$ cat config.mk
export PLATFORM = sky130hd
export DESIGN_NAME = mul_addtree_pipe
export DESIGN_NICKNAME = d
export VERILOG_FILES = /design/src/rtl/mul_addtree_pipe.sv
export SDC_FILE = /design/constraint.sdc
export NUM_CORES = 1
export LEC_CHECK = 0
export BUFFER_PORTS_ARGS = -buffer_cell sky130_fd_sc_hd__buf_4
export CAP_MARGIN = 40
export CORE_AREA = 2 2 72 74
export CTS_CLUSTER_SIZE = 40
export DETAILED_ROUTE_END_ITERATION = 10
export DIE_AREA = 0 0 74 76
export GPL_TIMING_DRIVEN = 0
export HOLD_SLACK_MARGIN = 0.03
export PLACE_DENSITY = 0.65
export SLEW_MARGIN = 20
export SYNTH_ARGS = -nofsm -noshare
export SYNTH_HDL_FRONTEND = slang
export SYNTH_SLANG_ARGS = --single-unit
export TNS_END_PERCENT = 20
$ cat constraint.sdc
create_clock -name clk -period 1.9 [get_ports clk]
set_input_delay 0.38 -clock clk [delete_from_list [all_inputs] [get_ports clk]]
set_output_delay 0.38 -clock clk [all_outputs]
set_load 0.005 [all_outputs]
$ cat src/rtl/mul_addtree_pipe.sv
// rtl/mul_addtree_pipe.sv - pipelined add-tree multiplier, optional signed mode via MUL_ADDTREE_SIGNED_EN
module mul_addtree_pipe #(
    parameter int WIDTH = 4
) (
    input  logic               clk,
    input  logic               rst_n,
    input  logic               in_valid,
    output logic               in_ready,
    input  logic [WIDTH-1:0]   mul_a,
    input  logic [WIDTH-1:0]   mul_b,
`ifdef MUL_ADDTREE_SIGNED_EN
    input  logic               in_signed,
`endif
    output logic               out_valid,
    input  logic               out_ready,
    output logic [2*WIDTH-1:0] product
);

    localparam int LVL = $clog2(WIDTH);
    localparam int LAT = 1 + LVL;
    localparam int PW  = 2 * WIDTH;

    // tree[l] holds WIDTH>>l live entries; the upper slots of deeper levels stay zero.
    logic [PW-1:0]  tree [0:LVL][0:WIDTH-1];
    logic [LAT-1:0] vld;
    logic [PW-1:0]  pp_next [0:WIDTH-1];
    logic [PW-1:0]  a_ext;
    logic           stall;

    assign stall     = vld[LAT-1] & ~out_ready;
    assign in_ready  = ~stall;
    assign out_valid = vld[LAT-1];
    assign product   = tree[LVL][0];

    always_comb begin
`ifdef MUL_ADDTREE_SIGNED_EN
        a_ext = in_signed ? {{WIDTH{mul_a[WIDTH-1]}}, mul_a} : {{WIDTH{1'b0}}, mul_a};
`else
        a_ext = {{WIDTH{1'b0}}, mul_a};
`endif
        for (int i = 0; i < WIDTH; i++) begin
            pp_next[i] = mul_b[i] ? (a_ext << i) : '0;
`ifdef MUL_ADDTREE_SIGNED_EN
            // Sign bit of the multiplier carries weight -2^(WIDTH-1).
            if (in_signed && (i == WIDTH - 1)) begin
                pp_next[i] = -(mul_b[i] ? (a_ext << i) : '0);
            end
`endif
        end
    end

    always_ff @(posedge clk or negedge rst_n) begin
        if (!rst_n) begin
            vld <= '0;
            for (int l = 0; l <= LVL; l++) begin
                for (int j = 0; j < WIDTH; j++) begin
                    tree[l][j] <= '0;
                end
            end
        end else if (!stall) begin
            vld <= {vld[LAT-2:0], in_valid};
            if (in_valid) begin
                for (int i = 0; i < WIDTH; i++) begin
                    tree[0][i] <= pp_next[i];
                end
            end
            for (int l = 1; l <= LVL; l++) begin
                for (int j = 0; j < WIDTH / 2; j++) begin
                    if (j < (WIDTH >> l)) begin
                        tree[l][j] <= tree[l-1][2*j] + tree[l-1][2*j+1];
                    end
                end
            end
        end
    end

endmodule

==> flow_summary.ini <==
[outcome]
run_status = completed

[pwr]
peakVddDrop_uv = 440
p_sw_share_pct = 32.8
power.density_mw_per_mm2 = 1230
intPower_uw = 1840
p_leak_uw = 0.00111
seqPwrFrac_pct = 44.7
netSwitchingPower_uw = 899
p_clk_share_pct = 19.6
p_comb_share_pct = 35.7

[clock_tree]
cts_tree = built
clkSinkCount = 39
ctsHtreeMaxLevel = 2
clk_pin_slew_ns = 0.07
clk_latency_ns = 0.29
clock_path_buffers = 2
cts-root-buf = clkbuf_8
post_cts_buffers = 0
cts_buffers = 5

[job]
max-cap-violations = 0

[drt]
drc_errors = 0
met3WireLength_um = 126
dr.pass1.iters = 4
wl_per_cell_um = 11.3
routed_wl_um = 3430
top_layer = met4
drt-initial-drc-count = 75
vias_per_cell = 4.48
vias = 1358
drt-met1-wl_um = 1710
ant_nets = 0
met2_length_um = 1530

[layout]
diodes = 0
nFillCells = 493
fin_nets = 257
drive_above_1_share_pct = 18.0
area_growth_pct = 17.4
multi_input_area_um2 = 783
layoutNonFillerInstCount = 303
fin_area_mm2 = 0.00222
register_area_um2 = 976

[sta]
layout_setup_ws_ns = 0.147
skew_ns = 0.00496
tns_ns = 0
final-max-slew-violation-count = 0
finalSetupViolCount = 0
hold_violations = 0
min_period_over_period_pct = 92.2
clock.fmax_ghz = 0.571
final.min_clock_period_ns = 1.75
worst_pin_slew_ns = 0.488
relSlewSlack_pct = 67.5
grt_setup_unrepaired = false

[setup_path]
crit-reg2reg-launch = tree[50]$_DFFE_PN0N_
rr_endpoint = product[6]$_DFFE_PN0N_
worst_setup_path_start_kind = register
path_cells = ha_1 > inv_1 > fa_1 > nor2b_1 > o21a_1 > or3_1 > a31o_1
rr_worst_depth = 7
slowest_stage = dfrtp_1
rrSetupSlack_ns = 0.15
critical_path_peak_fanout = 3
arrival_ns = 1.94
critPathCaptureType = register
critical_path_class = reg2reg
slowest_delay_ns = 0.38
required_ns = 2.08

[floorplanning]
ios = 22
start_util_pct = 38.5
fp.dieH_um = 76
core_area_mm2 = 0.00491
rows = 26
die-area_mm2 = 0.00562
die_w_um = 74

[synth]
yosysSeqAreaShare_pct = 51.6
synth_cells = 204
syn_area_mm2 = 0.00189
avgSynthCellArea_um2 = 9.28
synthDistinctLibCells = 25
ys_seq_elements = 39
ys_warn_count = 0
synthesis.nets = 229

[global_routing]
antenna_found_initial = 0
grt_pass1_wl_um = 5980
grt_overflow = 0
first_global_vias = 1358
grt.total_usage_pct = 13.8
grt_max_degree = 40

[placement]
place_inst = 295
portBuffers = 21
dp_hpwl_um = 2530
place_congestion = 0.711
place_area_mm2 = 0.00214
pre_cts_ws_ns = 0.155

[worst_hold_path]
holdCritPathClass = in2async
[layout make-up]
cell class / instances / area share (%)
Sequential cell: 39 / 43.9
Multi-Input combinational cell: 139 / 35.2
Timing Repair Buffer: 21 / 7.09
Buffer: 15 / 4.28
Tap cell: 70 / 3.94
Clock buffer: 7 / 3.43
Inverter: 11 / 1.86
Clock inverter: 1 / 0.225
[worst max-delay path, delay by kind of cell (launching register included)]
kind | cells | cell delay (ns)
adder cells (fa/ha/maj) | 2 | 0.44
AND/OR/NAND/NOR | 2 | 0.37
flip-flops | 1 | 0.38
AO/OA/AOI/OAI | 2 | 0.39
buffers and inverters | 1 | 0.07
[routing by layer]
metal / global-route usage, % / up-vias
met5: 0 / -
met4: 5.45 / 0
met3: 3.57 / 5
met2: 21.3 / 24
met1: 18.2 / 616
li1: - / 713
[synth_stat cells, drive strengths merged]
| master | number | area share (%) |
|---|---|---|
| buf | 12 | 4.2 |
| and2 | 1 | 0.33 |
| xnor2 | 1 | 0.46 |
| o21ai | 28 | 7.4 |
| inv | 11 | 2.2 |
| a21o | 3 | 1.2 |
| o211ai | 1 | 0.40 |
| nand2 | 64 | 13 |
| a21oi | 8 | 2.1 |
| or3 | 1 | 0.33 |
| a31o | 1 | 0.46 |
| nor2 | 5 | 0.99 |
| fa | 3 | 3.2 |
| nand2b | 1 | 0.33 |
| ha | 10 | 6.6 |
| o22ai | 1 | 0.33 |
| nor2b | 4 | 1.5 |
| a211oi | 1 | 0.40 |
| dfrtp | 39 | 52 |
| xor2 | 5 | 2.3 |
| clkbuf | 3 | 0.66 |
| o21a | 1 | 0.40 |
[flip-flops by register name, indices dropped and copies added (netlist names)]
name	count
product	8
vld	3
tree	28
[power groups by stage]
stage / registers, µW / clock network (µW) / logic (µW)
5_1_grt: 1260 / 581 / 1130
2_1_floorplan: 1200 / 0 / 684
4_1_cts: 1230 / 553 / 999
3_5_place_dp: 1240 / 0 / 989
6_report: 1220 / 536 / 979
3_3_place_gp: 1230 / 0 / 964
[kinds of logic (layout without fill, tap and decap cells)]
| family | after synthesis | in the layout | share of synthesized area (%) |
|---|---|---|---|
| xor gates and xnor gates | 6 | 6 | 2.78 |
| buffers and inverters | 26 | 55 | 7.07 |
| DFF | 39 | 39 | 51.6 |
| adders and majority gates | 13 | 13 | 9.78 |
| AOI/OAI and AO/OA | 44 | 44 | 12.7 |
| and+or+nand+nor | 76 | 76 | 16.1 |
[what timing repair did]
action | in CTS | in global routing
hold buffers | 0 | 0
endpoints found under the hold margin | 0 | 0
resized for setup | 0 | 2
setup endpoints to repair | 0 | 1
[per-stage QoR]
step | utilization (%) | power, µW | hold slack [ns]
6_report | 45.2 | 2740 | 0.0471
5_1_grt | 45.2 | 2970 | 0.0892
4_1_cts | 45.2 | 2780 | 0.0661
3_5_place_dp | 43.5 | 2230 | 0.379
3_3_place_gp | 43.5 | 2190 | 0.379
2_1_floorplan | - | 1890 | 0.0844
[placed cells by master, fill, tap and decap left out]
cell type / instances
a211oi_1: 1
a21o_1: 3
a21oi_1: 8
a31o_1: 1
and2_1: 1
buf_2: 3
buf_4: 29
clkbuf_1: 4
clkbuf_2: 1
clkbuf_4: 1
clkbuf_8: 5
clkinv_2: 1
dfrtp_1: 39
fa_1: 3
ha_1: 10
inv_1: 10
inv_2: 1
nand2_1: 64
nand2b_1: 1
nor2_1: 5
nor2b_1: 3
nor2b_2: 1
o211ai_1: 1
o21a_1: 1
o21ai_0: 28
o22ai_1: 1
or3_1: 1
xnor2_1: 1
xor2_1: 5
[worst max-delay path by stage]
stage | from | endpoint | slack, ns
after global routing | tree[58]$_DFFE_PN0N_ | product[6]$_DFFE_PN0N_ | 0.08
after floorplan | tree[50]$_DFFE_PN0N_ | product[6]$_DFFE_PN0N_ | 0.25
after global placement | tree[50]$_DFFE_PN0N_ | product[6]$_DFFE_PN0N_ | 0.17
after detailed placement | tree[58]$_DFFE_PN0N_ | product[6]$_DFFE_PN0N_ | 0.15
final | tree[50]$_DFFE_PN0N_ | product[6]$_DFFE_PN0N_ | 0.15
after CTS | vld[2]$_DFFE_PN0N_ | in_ready | 0.02
No activity file was read; power rests on OpenSTA's default activity.
